## src/rtl/poly_memory_sequencer.sv

```systemverilog
// Address and control sequencer for moving AMNS operands (A, B, M, M'0) out of BRAM
// and the result polynomial (RES) back into it, with a store queued behind a running load.
module poly_memory_sequencer #(
  parameter int WORD_WIDTH   = 17,
  parameter int N            = 5,
  parameter int S            = 4,
  parameter int READ_LATENCY = 2,
  localparam int ADDR_W      = $clog2(4*N*S+N)+1,
  localparam int IDX_W       = $clog2(N*S)
) (
  input  logic              clock_i,
  input  logic              reset_i,
  input  logic              load_start_i,
  input  logic              store_start_i,
  input  logic [ADDR_W-1:0] base_addr_i,
  output logic              busy_o,
  output logic              store_pending_o,
  output logic              BRAM_we_o,
  output logic [ADDR_W-1:0] BRAM_addr_o,
  output logic [1:0]        INPUT_reg_sel_o,
  output logic              INPUT_reg_en_o,
  output logic [IDX_W-1:0]  INPUT_word_idx_o,
  output logic              store_RES_reg_en_o,
  output logic              load_done_o,
  output logic              store_done_o
);

  localparam int NS = N*S;
  localparam logic [IDX_W-1:0]  IDX_LAST_NS = IDX_W'(NS-1);
  localparam logic [IDX_W-1:0]  IDX_LAST_N  = IDX_W'(N-1);
  localparam logic [ADDR_W-1:0] OFF_B       = ADDR_W'(NS);
  localparam logic [ADDR_W-1:0] OFF_M       = ADDR_W'(2*NS);
  localparam logic [ADDR_W-1:0] OFF_MP      = ADDR_W'(3*NS);
  localparam logic [ADDR_W-1:0] OFF_RES     = ADDR_W'(3*NS+N);
  localparam logic [2:0]        DRAIN_LAST  = 3'((READ_LATENCY > 0) ? READ_LATENCY-1 : 0);

  generate
    if (READ_LATENCY < 0 || READ_LATENCY > 4 || WORD_WIDTH < 1) begin : g_bad_params
      $error("poly_memory_sequencer: READ_LATENCY must be 0..4 and WORD_WIDTH positive");
    end
  endgenerate

  typedef enum logic [3:0] {
    IDLE, LOAD_A, LOAD_B, LOAD_M, LOAD_MP, LOAD_DRAIN, LOAD_DONE, STORE_RES, STORE_DONE
  } state_t;

  state_t            state_reg, state_next;
  logic [IDX_W-1:0]  idx_reg, idx_next;
  logic [2:0]        drain_reg, drain_next;
  logic [ADDR_W-1:0] base_reg, base_next;
  logic [ADDR_W-1:0] store_base_reg, store_base_next;
  logic              pending_reg, pending_next;

  logic              rd_en;
  logic [1:0]        rd_sel;
  logic [IDX_W-1:0]  rd_idx;
  logic [ADDR_W-1:0] region_off;
  logic              addr_active;
  logic              write_en;

  always_ff @(posedge clock_i or posedge reset_i) begin
    if (reset_i) begin
      state_reg      <= IDLE;
      idx_reg        <= '0;
      drain_reg      <= '0;
      base_reg       <= '0;
      store_base_reg <= '0;
      pending_reg    <= 1'b0;
    end else begin
      state_reg      <= state_next;
      idx_reg        <= idx_next;
      drain_reg      <= drain_next;
      base_reg       <= base_next;
      store_base_reg <= store_base_next;
      pending_reg    <= pending_next;
    end
  end

  always_comb begin
    state_next      = state_reg;
    idx_next        = idx_reg;
    drain_next      = drain_reg;
    base_next       = base_reg;
    store_base_next = store_base_reg;
    pending_next    = pending_reg;
    rd_en           = 1'b0;
    rd_sel          = 2'd0;
    rd_idx          = '0;
    region_off      = '0;
    addr_active     = 1'b0;
    write_en        = 1'b0;

    case (state_reg)
      IDLE: begin
        if (pending_reg) begin
          state_next   = STORE_RES;
          idx_next     = '0;
          base_next    = store_base_reg;
          pending_next = 1'b0;
        end else if (load_start_i) begin
          state_next = LOAD_A;
          idx_next   = '0;
          base_next  = base_addr_i;
          // A store arriving with the load waits behind it, using the same base.
          if (store_start_i) begin
            pending_next    = 1'b1;
            store_base_next = base_addr_i;
          end
        end else if (store_start_i) begin
          state_next = STORE_RES;
          idx_next   = '0;
          base_next  = base_addr_i;
        end
      end
      LOAD_A, LOAD_B, LOAD_M: begin
        rd_en       = 1'b1;
        rd_idx      = idx_reg;
        addr_active = 1'b1;
        case (state_reg)
          LOAD_A:  begin rd_sel = 2'd0; region_off = '0;    end
          LOAD_B:  begin rd_sel = 2'd1; region_off = OFF_B; end
          default: begin rd_sel = 2'd2; region_off = OFF_M; end
        endcase
        if (idx_reg == IDX_LAST_NS) begin
          idx_next = '0;
          case (state_reg)
            LOAD_A:  state_next = LOAD_B;
            LOAD_B:  state_next = LOAD_M;
            default: state_next = LOAD_MP;
          endcase
        end else begin
          idx_next = idx_reg + IDX_W'(1);
        end
      end
      LOAD_MP: begin
        rd_en       = 1'b1;
        rd_sel      = 2'd3;
        rd_idx      = idx_reg;
        region_off  = OFF_MP;
        addr_active = 1'b1;
        if (idx_reg == IDX_LAST_N) begin
          idx_next   = '0;
          drain_next = '0;
          state_next = (READ_LATENCY == 0) ? LOAD_DONE : LOAD_DRAIN;
        end else begin
          idx_next = idx_reg + IDX_W'(1);
        end
      end
      LOAD_DRAIN: begin
        if (drain_reg == DRAIN_LAST) begin
          state_next = LOAD_DONE;
          drain_next = '0;
        end else begin
          drain_next = drain_reg + 3'd1;
        end
      end
      LOAD_DONE: begin
        state_next = IDLE;
        if (pending_reg) begin
          state_next   = STORE_RES;
          idx_next     = '0;
          base_next    = store_base_reg;
          pending_next = 1'b0;
        end else if (store_start_i) begin
          state_next = STORE_RES;
          idx_next   = '0;
          base_next  = base_addr_i;
        end
      end
      STORE_RES: begin
        write_en    = 1'b1;
        region_off  = OFF_RES;
        addr_active = 1'b1;
        if (idx_reg == IDX_LAST_NS) begin
          idx_next   = '0;
          state_next = STORE_DONE;
        end else begin
          idx_next = idx_reg + IDX_W'(1);
        end
      end
      STORE_DONE: state_next = IDLE;
      default:    state_next = IDLE;
    endcase

    // Only the first store request seen during a load is remembered.
    if ((state_reg == LOAD_A || state_reg == LOAD_B || state_reg == LOAD_M ||
         state_reg == LOAD_MP || state_reg == LOAD_DRAIN) && store_start_i && !pending_reg) begin
      pending_next    = 1'b1;
      store_base_next = base_addr_i;
    end
  end

  assign busy_o             = (state_reg != IDLE);
  assign store_pending_o    = pending_reg;
  assign BRAM_we_o          = write_en;
  assign store_RES_reg_en_o = write_en;
  assign BRAM_addr_o        = addr_active ? (base_reg + region_off + ADDR_W'(idx_reg)) : base_reg;
  assign load_done_o        = (state_reg == LOAD_DONE);
  assign store_done_o       = (state_reg == STORE_DONE);

  // Operand-register controls trail the read by the BRAM data pipeline depth.
  generate
    if (READ_LATENCY == 0) begin : g_no_pipe
      assign INPUT_reg_sel_o  = rd_sel;
      assign INPUT_reg_en_o   = rd_en;
      assign INPUT_word_idx_o = rd_idx;
    end else begin : g_pipe
      logic [READ_LATENCY-1:0][1:0]       sel_pipe_reg;
      logic [READ_LATENCY-1:0]            en_pipe_reg;
      logic [READ_LATENCY-1:0][IDX_W-1:0] idx_pipe_reg;

      always_ff @(posedge clock_i or posedge reset_i) begin
        if (reset_i) begin
          sel_pipe_reg <= '0;
          en_pipe_reg  <= '0;
          idx_pipe_reg <= '0;
        end else begin
          sel_pipe_reg[0] <= rd_sel;
          en_pipe_reg[0]  <= rd_en;
          idx_pipe_reg[0] <= rd_idx;
          for (int i = 1; i < READ_LATENCY; i++) begin
            sel_pipe_reg[i] <= sel_pipe_reg[i-1];
            en_pipe_reg[i]  <= en_pipe_reg[i-1];
            idx_pipe_reg[i] <= idx_pipe_reg[i-1];
          end
        end
      end

      assign INPUT_reg_sel_o  = sel_pipe_reg[READ_LATENCY-1];
      assign INPUT_reg_en_o   = en_pipe_reg[READ_LATENCY-1];
      assign INPUT_word_idx_o = idx_pipe_reg[READ_LATENCY-1];
    end
  endgenerate

endmodule

```

## config.mk

```make
export PLATFORM = sky130hd
export DESIGN_NAME = poly_memory_sequencer
export DESIGN_NICKNAME = d
export VERILOG_FILES = /design/src/rtl/poly_memory_sequencer.sv
export SDC_FILE = /design/constraint.sdc
export NUM_CORES = 1
export LEC_CHECK = 0
export ABC_AREA = 1
export CORE_MARGIN = 8
export CORE_UTILIZATION = 56
export CTS_CLUSTER_SIZE = 28
export DETAILED_ROUTE_END_ITERATION = 10
export PLACE_DENSITY = 0.88
export SYNTH_ARGS = -nofsm -noshare
export SYNTH_HDL_FRONTEND = slang
export SYNTH_SLANG_ARGS = --single-unit
```

## constraint.sdc

```tcl
create_clock -name clock_i -period 3.75 [get_ports clock_i]
set_input_delay 0.5625 -clock clock_i [delete_from_list [all_inputs] [get_ports clock_i]]
set_output_delay 0.5625 -clock clock_i [all_outputs]
set_load 0.01 [all_outputs]
```

---- After elaboration in Yosys (flattened, before gate mapping) ----
Index checks and enable logic that the tools add are counted.
word-level totals
  flip-flop bits (word level) ............. 45
  output and inout port bits .............. 22
  input port bits ......................... 12
operators by class
  reduce and logical (&&, ||, !) cells .... 23
  $add $sub $neg .......................... 4
  mux-type cells .......................... 45
  eq/ne operators ......................... 17
operators by type and width
  operator               count
  $mux W8                10
  $mux W5                7
  $mux W4                7
  $pmux W4 S6            1
  $pmux W7 S3            1
  $pmux W5 S4            1
  $eq A4 B3 Y1 const B   4
  $pmux W8 S2            1
  $mux W3                4
  $pmux W3 S2            2
  $pmux W6 S2            1
  $reduce_bool A2 Y1     5
  $add A8 B5 Y8          1
  $add A8 B8 Y8          1
  $eq A4 B2 Y1 const B   2
  $ne A2 B2 Y1 const B   4
  $pmux W2 S2            2
  $reduce_bool A4 Y1     2
  $reduce_or A4 Y1       2
  $mux W1                7
  $add A5 B1 Y5 const B  1
  $eq A5 B3 Y1 const B   1
  $eq A5 B5 Y1 const B   1
  $reduce_and A5 Y1      1
  other kinds (16)       20

---- Depth between registers and ports, before layout ----
Gate-level depths: netlist of the first run.
  depth after elaboration ................. 9
  depth in mapped cells ................... 16
  depth with buffers taken out ............ 16

---- Least setup slack after synthesis of the first run ----
Ideal clock, no wire load.
  path type ............................... register to output
  from .................................... register state_reg[3]
  to ...................................... output BRAM_addr_o[7]
  path buffers ............................ 0
  stages on the path, launching flop included .. 17
  arrival time ............................ 2.533 ns
  slack ................................... 0.654 ns
  cells stage by stage .................... dfrtp_1 inv_2 nand2_2 nor2_1 inv_1 fa_1 inv_1 ha_1 inv_1 fa_1 inv_1 nand4_1 nand3_1 nand2_1 nand2_1 nand2_1 nand2_1
on the way
  word-level cells in the longest chain between the ends .. 6
  elaborated cells on any way between the ends .. 13
  classes of those cells .................. add/sub (2); eq/ne (5); mux (4); reduce/logical (2)
RTL lines
  item                                             line     text
  from (decl)                                      47       state_t state_reg, state_next;
  from (signal assigned)                           70       state_reg <= state_next;
  $eq A4 B2 Y1 (tied with other cells)             93, 119
  $pmux W6 S2 or $reduce_or A3 Y1 (tied branches)  n/a
  $pmux W7 S3                                      93       case (state_reg)
  $add A8 B8 Y8                                    197      assign BRAM_addr_o = addr_active ? (base_reg + region_off + ADDR_W'(idx_reg)) : base_reg;
  $add A8 B5 Y8                                    197
  $mux W8 *                                        197
  to (decl)                                        19       output logic [ADDR_W-1:0] BRAM_addr_o,
Every way passes the cells marked *; elsewhere a longest branch is shown, timed or not.

---- Worst setup path after layout of the first run ----
  from .................................... register state_reg[3]
  to ...................................... output BRAM_addr_o[2]
The elaborated chain is that of the path after synthesis.

==> flow_summary_export.csv, run 1 <==
group,metric,value,unit
sta,clock_skew,0.00426,ns
floorplan,io_pins,34,
placement,dp_hpwl,4.84,mm
yosys,syn_inst,366,
power_and_ir_drop,p_leak,0.00179,uW
drt,vias,2449,
critical_path,crit_type,"reg2out",
floorplan,core_area,5070,um2
clock_tree,cts_tree,"done",
yosys,ys_seq_elements,45,
yosys,ys.flop_type,"dfrtp_1",
power_and_ir_drop,switching_share,0.217,
sta,fin_crit,3.62,ns
yosys,yosys-top-cells-count,"nand2_1 (100), inv_1 (55), dfrtp_1 (45)",
placement,io_buffers,33,
power_and_ir_drop,p_switching,179,uW
finish,n_antenna_cell,0,
clock_tree,root_buffer,"clkbuf_8",
grt,grt-ovfl-total,0,
power_and_ir_drop,p_per_area,244,nW/um2
drt,drc_errors,0,
sta,worst_slew_pin_slew,0.557,ns
grt,grt_usage,0.179,
sta,hold_viol,0,
run_status,status,"complete, no violations",
grt,grt_pass1_wl,10.9,mm
yosys,synth_largest_area_cell,"dfrtp_1",
grt,grt_max_degree,46,
yosys,syn_nets,394,
drt,drt-wirelength-per-cell,13.5,um
clock_tree,clk_latency,0.30,ns
finish,fin_util,0.668,
clock_tree,cts.sinks,45,
power_and_ir_drop,clockPowerShare,0.377,
finish,fillers,438,
clock_tree,h-tree-depth,2,
finish,syn_to_final_growth,16.5,%
finish,register_area,1130,um2
floorplan,initial_core_util,0.573,
critical_path,arrival,3.05,ns
sta,slew_headroom,0.629,
floorplan,die_w,88.1,um
yosys,yosys_warnings,0,
finish,layout.nets,426,
clock_tree,clockBufferDepth,2,
drt,antenna_left,0,
clock_tree,holdBufCountCts,0,
sta,slew_viol_final,0,
clock_tree,clkSlewWorstSetupHoldPaths,0.08,ns
floorplan,fp.dieH,88.1,um
floorplan,dieArea,7760,um2
yosys,syn-cell-area,2910,um2
drt,drtPass1Iterations,4,
critical_path,critical_path_required,3.19,ns
yosys,netlist-cell-type-count,35,
yosys,synth_area_leaders,"dfrtp_1 (39%), nand2_1 (13%), inv_1 (7.1%), ha_1 (4.7%), nand3_1 (4.0%)",
worst_hold_path,hold_path.class,"reg2reg",
critical_path,path_max_fanout,4,
yosys,avgSynthCellArea,7.95,um2
yosys,synth_top_cell_area_share,0.387,
drt,drt-total-wl,6.35,mm
finish,drive_gt1_frac,0.168,
yosys,synth_edf_count,0,
sta,setup_viol_count_final,0,
power_and_ir_drop,peakVddDrop,181,uV
floorplan,placementRows,26,
finish,multiInputGateArea,1460,um2
yosys,synthArstFlopShare,1.00,
drt,first_iter_violations,197,
power_and_ir_drop,share_comb_of_total_power,0.036,
grt,antenna_found_initial,0,
power_and_ir_drop,p_int,647,uW
grt,grt_pass1_vias,2490,
yosys,synth-seq-area-share,0.387,
sta,final.setup.tns,0,ns
yosys,synth_most_common_cell,"nand2_1",
sta,fmax,0.277,GHz
run,drv_cap,0,
critical_path,end_kind,"primary output",
critical_path,startpoint_type,"flip-flop",
placement,gp_congestion,0.909,
clock_tree,cts_buffers,5,
power_and_ir_drop,seq_power_share,0.587,
sta,period_share,0.964,
drt,via_per_inst,5.22,
## cells in the final DEF (no fill, tap or decap), drive strengths merged, types with 2 or more instances in the layout
cell and instances:
a21oi 3, a22oi 7, a31oi 2, buf 7, clkbuf 7, clkdlybuf4s50 28
clkinv 3, dfrtp 45, dlygate4sd2 2, dlymetal6s2s 2, fa 5, ha 11
inv 61, nand2 124, nand3 25, nand4 10, nor2 24, nor3 6
o21ai 16, o22ai 2, xor2 4
## metrics by stage
step	instances	area, um2	total power [uW]	setup slack (ns)	hold slack (ns)
after floorplan	366	2910	507	0.654	0.331
after global placement	457	3240	524	0.102	0.331
after detailed placement	457	3240	525	0.0230	0.336
after CTS	469	3370	837	0.0108	0.354
after global routing	469	3390	864	-0.00885	0.353
final	469	3390	826	0.134	0.352
## kinds of logic (layout without fill, tap and decap cells)
logic type / after synthesis / in the layout / synth area share
fa+ha+maj: 16 / 16 / 0.0817
buf+inv: 77 / 110 / 0.119
mux: 1 / 1 / 0.00344
compound gates: 33 / 33 / 0.0736
simple gates: 189 / 189 / 0.320
xor+xnor: 5 / 5 / 0.0151
flops: 45 / 45 / 0.387
## final cells by class
cell class              count  area share
multi-input cells         244       0.431
flip-flops and latches     45       0.333
repair buffers             40       0.112
inverters                  62      0.0687
well taps                  70      0.0258
clock buffers               6      0.0244
clock inverters             2     0.00406
## worst max-delay path, stage by stage (launching register included)
cell	delay, ns
dfrtp_1	0.43
buf_4	0.15
nor2_2	0.12
nand2_1	0.10
nand2_1	0.12
inv_1	0.09
fa_1	0.57
fa_2	0.45
o21ai_1	0.17
clkdlybuf4s50_1	0.56
## repair_timing
| item | 4_1_cts | 5_1_grt |
|---|---|---|
| setup endpoints to repair | 5 | 6 |
| pin swaps | 1 | 2 |
| gates resized for setup | 10 | 7 |
| setup buffers | 4 | 0 |
## power groups by stage
stage	combinational, uW	clock (uW)	sequential (uW)
2_1_floorplan	13.0	0	494
3_3_place_gp	30.0	0	494
3_5_place_dp	30.1	0	494
4_1_cts	30.2	322	485
5_1_grt	34.0	345	485
6_report	29.7	312	485
## layer usage
| layer | up-vias | global-route usage | routed length (um) | share of wire |
|---|---|---|---|---|
| met1 | 1142 | 0.212 | 2660 | 0.42 |
| met2 | 84 | 0.293 | 3160 | 0.50 |
| li1 | 1200 | - | - | - |
| met3 | 23 | 0.0422 | 340 | 0.054 |
| met4 | 0 | 0.0922 | 180 | 0.028 |
| met5 | - | 0 | 0 | 0 |
## path summary, 6_finish.rpt
| path | start | to | slack, ns | cells past startpoint |
|---|---|---|---|---|
| worst min-delay path | g_pipe.sel_pipe_reg[1]$_DFF_PP0_ | INPUT_reg_sel_o[1]$_DFF_PP0_ | 0.35 | 0 |
| min in group asynchronous | reset_i | INPUT_reg_sel_o[0]$_DFF_PP0_ | 0.71 | 3 |
| max in group asynchronous | reset_i | state_reg[0]$_DFFE_PP0P_ | 2.64 | 3 |
| worst max register to register | store_pending_o$_DFFE_PP0P_ | state_reg[0]$_DFFE_PP0P_ | 1.99 | 8 |
| worst min register to register | g_pipe.sel_pipe_reg[1]$_DFF_PP0_ | INPUT_reg_sel_o[1]$_DFF_PP0_ | 0.35 | 0 |
| worst max-delay path | state_reg[3]$_DFFE_PP0P_ | BRAM_addr_o[2] | 0.13 | 9 |
(Power assumes the default switching activity.)
==> run 2: changes to the inputs <==
--- a/config.mk
+++ b/config.mk
@@ -7,10 +7,10 @@
 export LEC_CHECK = 0
 export ABC_AREA = 1
 export CORE_MARGIN = 8
-export CORE_UTILIZATION = 56
+export CORE_UTILIZATION = 42
 export CTS_CLUSTER_SIZE = 28
 export DETAILED_ROUTE_END_ITERATION = 10
-export PLACE_DENSITY = 0.88
+export PLACE_DENSITY = 0.71
 export SYNTH_ARGS = -nofsm -noshare
 export SYNTH_HDL_FRONTEND = slang
 export SYNTH_SLANG_ARGS = --single-unit
==> flow_summary_export.csv, run 2 (synthesis results as in run 1) <==
group,metric,value,unit
run_status,status,"complete, no violations",
finish,register_area,1130,um2
placement,gp_congestion,0.864,
grt,gr-max-usage-layer,"met2",
sta,period_share,0.987,
grt,met1_usage,0.174,
critical_path,critical_path_required,3.19,ns
finish,layout_common_cells,"nand2_1 (100), inv_1 (54), dfrtp_1 (41), clkdlybuf4s50_1 (28), nand3_1 (23)",
finish,syn_to_final_growth,17.2,%
run,drv_cap,0,
clock_tree,clk_latency,0.29,ns
clock_tree,root_buffer,"clkbuf_8",
drt,drtPass1Iterations,5,
grt,grt-ovfl-total,0,
grt,grt_usage,0.142,
sta,fmax,0.270,GHz
power_and_ir_drop,p_leak,0.00176,uW
worst_hold_path,hold_path.class,"reg2reg",
finish,n_antenna_cell,0,
sta,holdWs,0.353,ns
sta,worst_slew_pin_slew,0.841,ns
grt,grt_max_degree,25,
critical_path,crit_type,"reg2out",
clock_tree,clockBufferDepth,2,
drt,drc_errors,0,
clock_tree,cts_tree,"done",
placement,io_buffers,33,
finish,drive_gt1_frac,0.166,
sta,slew_headroom,0.436,
finish,fin_util,0.505,
floorplan,die_w,99.2,um
critical_path,path_max_fanout,6,
sta,setup_viol_count_final,0,
critical_path,path_cells,"nand2_1 > nor3_2 > nor2_4 > inv_1 > fa_1 > ha_4 > a21o_1 > nand2_1 > nand3_1 > nand2_1 > nand3_1 > nand2_1 > clkdlybuf4s50_1",
placement,place_area,3250,um2
clock_tree,cts_buffers,5,
drt,first_iter_violations,82,
power_and_ir_drop,peakVddDrop,182,uV
floorplan,dieArea,9850,um2
sta,slew_viol_final,0,
clock_tree,clkSlewWorstSetupHoldPaths,0.08,ns
floorplan,io_pins,34,
power_and_ir_drop,p_per_area,249,nW/um2
critical_path,arrival,3.14,ns
power_and_ir_drop,total_power,849,uW
placement,dp_hpwl,4.92,mm
finish,fillers,679,
finish,multiInputGateArea,1470,um2
drt,vias,2371,
critical_path,startpoint_type,"flip-flop",
drt,drt-total-wl,6.50,mm
grt,grtUsageMet3,0.0363,
grt,grt_pass1_wl,11.5,mm
critical_path,crit_top_cell,"nand2_1",
finish,post-route-cell-area,3410,um2
floorplan,initial_core_util,0.431,
sta,hold_viol,0,
sta,rsz0062_at_grt,"true",
drt,drt-wirelength-per-cell,13.6,um
clock_tree,h-tree-depth,2,
grt,use_met2,0.243,
finish,layout.nets,424,
floorplan,fp.dieH,99.2,um
drt,via_per_inst,4.97,
clock_tree,holdBufCountCts,0,
drt,antenna_left,0,
sta,fin_crit,3.70,ns
sta,final.setup.tns,0,ns
grt,antenna_found_initial,0,
floorplan,core_area,6760,um2
critical_path,end_kind,"primary output",
critical_path,cp_slowest_cell,"clkdlybuf4s50_1",
floorplan,placementRows,30,
sta,clock_skew,0.00578,ns
clock_tree,cts.sinks,45,
critical_path,slowest_delay,0.53,ns
finish,layout_commonest_cell,"nand2_1",
grt,grt_pass1_vias,2477,
## run 2: final cells by class
class                   instances  area share
inverters                      62      0.0697
clock inverters                 1     0.00147
flip-flops and latches         45       0.332
multi-input cells             244       0.432
repair buffers                 38       0.107
well taps                      80      0.0294
clock buffers                   7      0.0283
## run 2: metal layers
layer | up-vias | share of wire | wire length (um)
met5 | - | 0 | 0
met4 | 0 | 0.0083 | 54
met3 | 4 | 0.037 | 242
met2 | 45 | 0.49 | 3210
met1 | 1117 | 0.46 | 2990
li1 | 1205 | - | -
## run 2: metrics by stage
step	setup WS, ns	std cells
after global routing	-0.163	477
after detailed placement	0.0536	467
after CTS	-0.0239	476
after floorplan	0.654	366
final	0.0483	477
after global placement	0.105	467
## run 2: worst paths after layout
kind | endpoint | slack [ns] | cells after the start | from
min in group asynchronous | INPUT_reg_sel_o[0]$_DFF_PP0_ | 0.64 | 2 | reset_i
setup / recovery | BRAM_addr_o[6] | 0.05 | 13 | state_reg[1]$_DFFE_PP0P_
setup reg to reg | state_reg[0]$_DFFE_PP0P_ | 1.96 | 8 | store_pending_o$_DFFE_PP0P_
hold / removal | INPUT_word_idx_o[2]$_DFF_PP0_ | 0.35 | 0 | g_pipe.idx_pipe_reg[2]$_DFF_PP0_
max in group asynchronous | INPUT_word_idx_o[3]$_DFF_PP0_ | 2.37 | 3 | reset_i
hold reg to reg | INPUT_word_idx_o[2]$_DFF_PP0_ | 0.35 | 0 | g_pipe.idx_pipe_reg[2]$_DFF_PP0_
## run 2: where the power goes
group | total [uW] | internal (uW) | leakage [uW] | switching (uW)
combinational | 30.4 | 13.0 | 0.00118 | 17.4
sequential | 485 | 485 | 0.000528 | 0
clock | 334 | 167 | 0.0000542 | 167
## run 2: what timing repair did
action	in CTS	in global routing
pin swaps	1	0
setup endpoints to repair	5	6
gates resized for setup	9	12
setup buffers	1	1
## run 2: worst max-delay path: cells and delay by family (launching register included)
kind | cells | cell delay, ns
adders and majority gates | 2 | 0.76
and+or+nand+nor | 8 | 0.77
buffers and inverters | 2 | 0.65
AOI/OAI and AO/OA | 1 | 0.18
DFF | 1 | 0.48
==> run 3: changes to the inputs <==
--- a/config.mk
+++ b/config.mk
@@ -11,6 +11,7 @@
 export CTS_CLUSTER_SIZE = 28
 export DETAILED_ROUTE_END_ITERATION = 10
 export PLACE_DENSITY = 0.71
+export SKIP_LAST_GASP = 1
 export SYNTH_ARGS = -nofsm -noshare
 export SYNTH_HDL_FRONTEND = slang
 export SYNTH_SLANG_ARGS = --single-unit
==> flow_summary_export.csv, run 3 (synthesis results as in run 1) <==
group,metric,value,unit
run_status,status,"complete, no violations",
run,drv_cap,0,
drt,vias,2371,
finish,drive_gt1_frac,0.166,
sta,slew_viol_final,0,
finish,fillers,679,
critical_path,reg2reg_from,"store_pending_o$_DFFE_PP0P_",
grt,grt-ovfl-total,0,
sta,period_share,0.987,
drt,drt-wirelength-per-cell,13.6,um
clock_tree,root_buffer,"clkbuf_8",
worst_hold_path,hold_depth,0,
finish,layout.nets,424,
drt,antenna_left,0,
grt,grt_pass1_vias,2477,
power_and_ir_drop,switching_share,0.219,
floorplan,fp.dieH,99.2,um
drt,drtPass1Iterations,4,
sta,rsz0062_at_grt,"true",
worst_hold_path,hp-start,"g_pipe.idx_pipe_reg[2]$_DFF_PP0_",
grt,antenna_found_initial,0,
critical_path,crit-reg2reg-capture,"state_reg[0]$_DFFE_PP0P_",
sta,setup_viol_count_final,0,
grt,grt_pass1_wl,11.5,mm
critical_path,end_kind,"primary output",
drt,via_per_inst,4.97,
floorplan,core_area,6760,um2
placement,dp_hpwl,4.92,mm
power_and_ir_drop,p_switching,186,uW
sta,worst_slew_pin_slew,0.835,ns
worst_hold_path,holdPathEnd,"INPUT_word_idx_o[2]$_DFF_PP0_",
finish,post-route-cell-area,3410,um2
power_and_ir_drop,share_comb_of_total_power,0.036,
power_and_ir_drop,seq_power_share,0.570,
power_and_ir_drop,clockPowerShare,0.394,
finish,final_cells,477,
clock_tree,h-tree-depth,2,
floorplan,dieArea,9850,um2
clock_tree,cts_buffers,5,
clock_tree,clk_latency,0.30,ns
critical_path,startpoint_type,"flip-flop",
sta,clock_skew,0.00544,ns
sta,hold_viol,0,
drt,first_iter_violations,72,
floorplan,placementRows,30,
placement,io_buffers,33,
sta,fmax,0.270,GHz
clock_tree,clockBufferDepth,2,
sta,fin_crit,3.70,ns
placement,place_area,3250,um2
clock_tree,cts_tree,"done",
finish,layout_commonest_cell,"nand2_1",
critical_path,path_max_fanout,6,
finish,n_antenna_cell,0,
drt,drc_errors,0,
critical_path,crit_type,"reg2out",
worst_hold_path,hold_path.class,"reg2reg",
power_and_ir_drop,p_per_area,249,nW/um2
clock_tree,clkSlewWorstSetupHoldPaths,0.08,ns
floorplan,die_w,99.2,um
floorplan,initial_core_util,0.431,
critical_path,arrival,3.14,ns
critical_path,r2r_slack,1.93,ns
critical_path,critical_path_required,3.19,ns
sta,slew_headroom,0.440,
power_and_ir_drop,peakVddDrop,183,uV
finish,multiInputGateArea,1470,um2
grt,grt_max_degree,25,
clock_tree,cts.sinks,45,
power_and_ir_drop,p_int,665,uW
grt,grt_usage,0.142,
placement,gp_congestion,0.864,
clock_tree,holdBufCountCts,0,
finish,syn_to_final_growth,17.2,%
power_and_ir_drop,p_leak,0.00176,uW
sta,layout_setup_ws,0.0471,ns
critical_path,rr_worst_depth,8,
floorplan,io_pins,34,
finish,layout_common_cells,"nand2_1 (100), inv_1 (54), dfrtp_1 (41), clkdlybuf4s50_1 (28), nand3_1 (23)",
finish,register_area,1130,um2
power_and_ir_drop,total_power,850,uW
placement,post-place-ws,0.0536,ns
drt,drt-total-wl,6.50,mm
placement,dp_cells,467,
## run 3: how the worst max path moves through the flow
stage / start / end
after floorplan: state_reg[3]$_DFFE_PP0P_ / BRAM_addr_o[7]
after global placement: state_reg[1]$_DFFE_PP0P_ / BRAM_addr_o[6]
after detailed placement: state_reg[1]$_DFFE_PP0P_ / BRAM_addr_o[6]
after CTS: state_reg[1]$_DFFE_PP0P_ / BRAM_addr_o[6]
after global routing: state_reg[0]$_DFFE_PP0P_ / BRAM_addr_o[6]
final: state_reg[1]$_DFFE_PP0P_ / BRAM_addr_o[6]
## run 3: stage by stage
| stage | hold WS [ns] | utilization | setup TNS [ns] |
|---|---|---|---|
| final | 0.353 | 0.505 | 0 |
| after global routing | 0.363 | 0.505 | -0.163 |
| after CTS | 0.357 | 0.498 | -0.0239 |
| after detailed placement | 0.337 | 0.481 | 0 |
| after global placement | 0.332 | 0.481 | 0 |
| after floorplan | 0.331 | - | 0 |
## run 3: metal layers
layer / vias to the layer above / routed length [um] / track usage
met5: - / 0 / 0
met3: 7 / 293 / 0.0363
met2: 53 / 3220 / 0.243
li1: 1203 / - / -
met4: 0 / 65 / 0.0349
met1: 1108 / 2920 / 0.174
## run 3: power groups by stage
| stage | Clock (uW) | Combinational, uW | Sequential (uW) |
|---|---|---|---|
| 6_report | 335 | 30.4 | 485 |
| 5_1_grt | 360 | 35.2 | 485 |
| 3_3_place_gp | 0 | 31.3 | 494 |
| 2_1_floorplan | 0 | 13.0 | 494 |
| 3_5_place_dp | 0 | 31.3 | 494 |
| 4_1_cts | 343 | 31.3 | 485 |
## run 3: repair_timing
action	in CTS	in global routing
pin swaps	1	0
endpoints found under the setup margin	5	6
buffers inserted	1	1
gates resized for setup	9	12
## run 3: final cells by class
cell class | count | share of cell area
flip-flops and latches | 45 | 0.332
repair buffers | 38 | 0.107
inverters | 62 | 0.0697
multi-input cells | 244 | 0.432
clock buffers | 7 | 0.0283
clock inverters | 1 | 0.00147
well taps | 80 | 0.0294
## run 3: critical path, cell delays in order, from the launching register on
cell and delay [ns]:
dfrtp_2 0.48, nand2_1 0.15, nor3_2 0.20, nor2_4 0.06
inv_1 0.12, fa_1 0.47, ha_4 0.29, a21o_1 0.18
nand2_1 0.08, nand3_1 0.08, nand2_1 0.06, nand3_1 0.07
nand2_1 0.07, clkdlybuf4s50_1 0.53
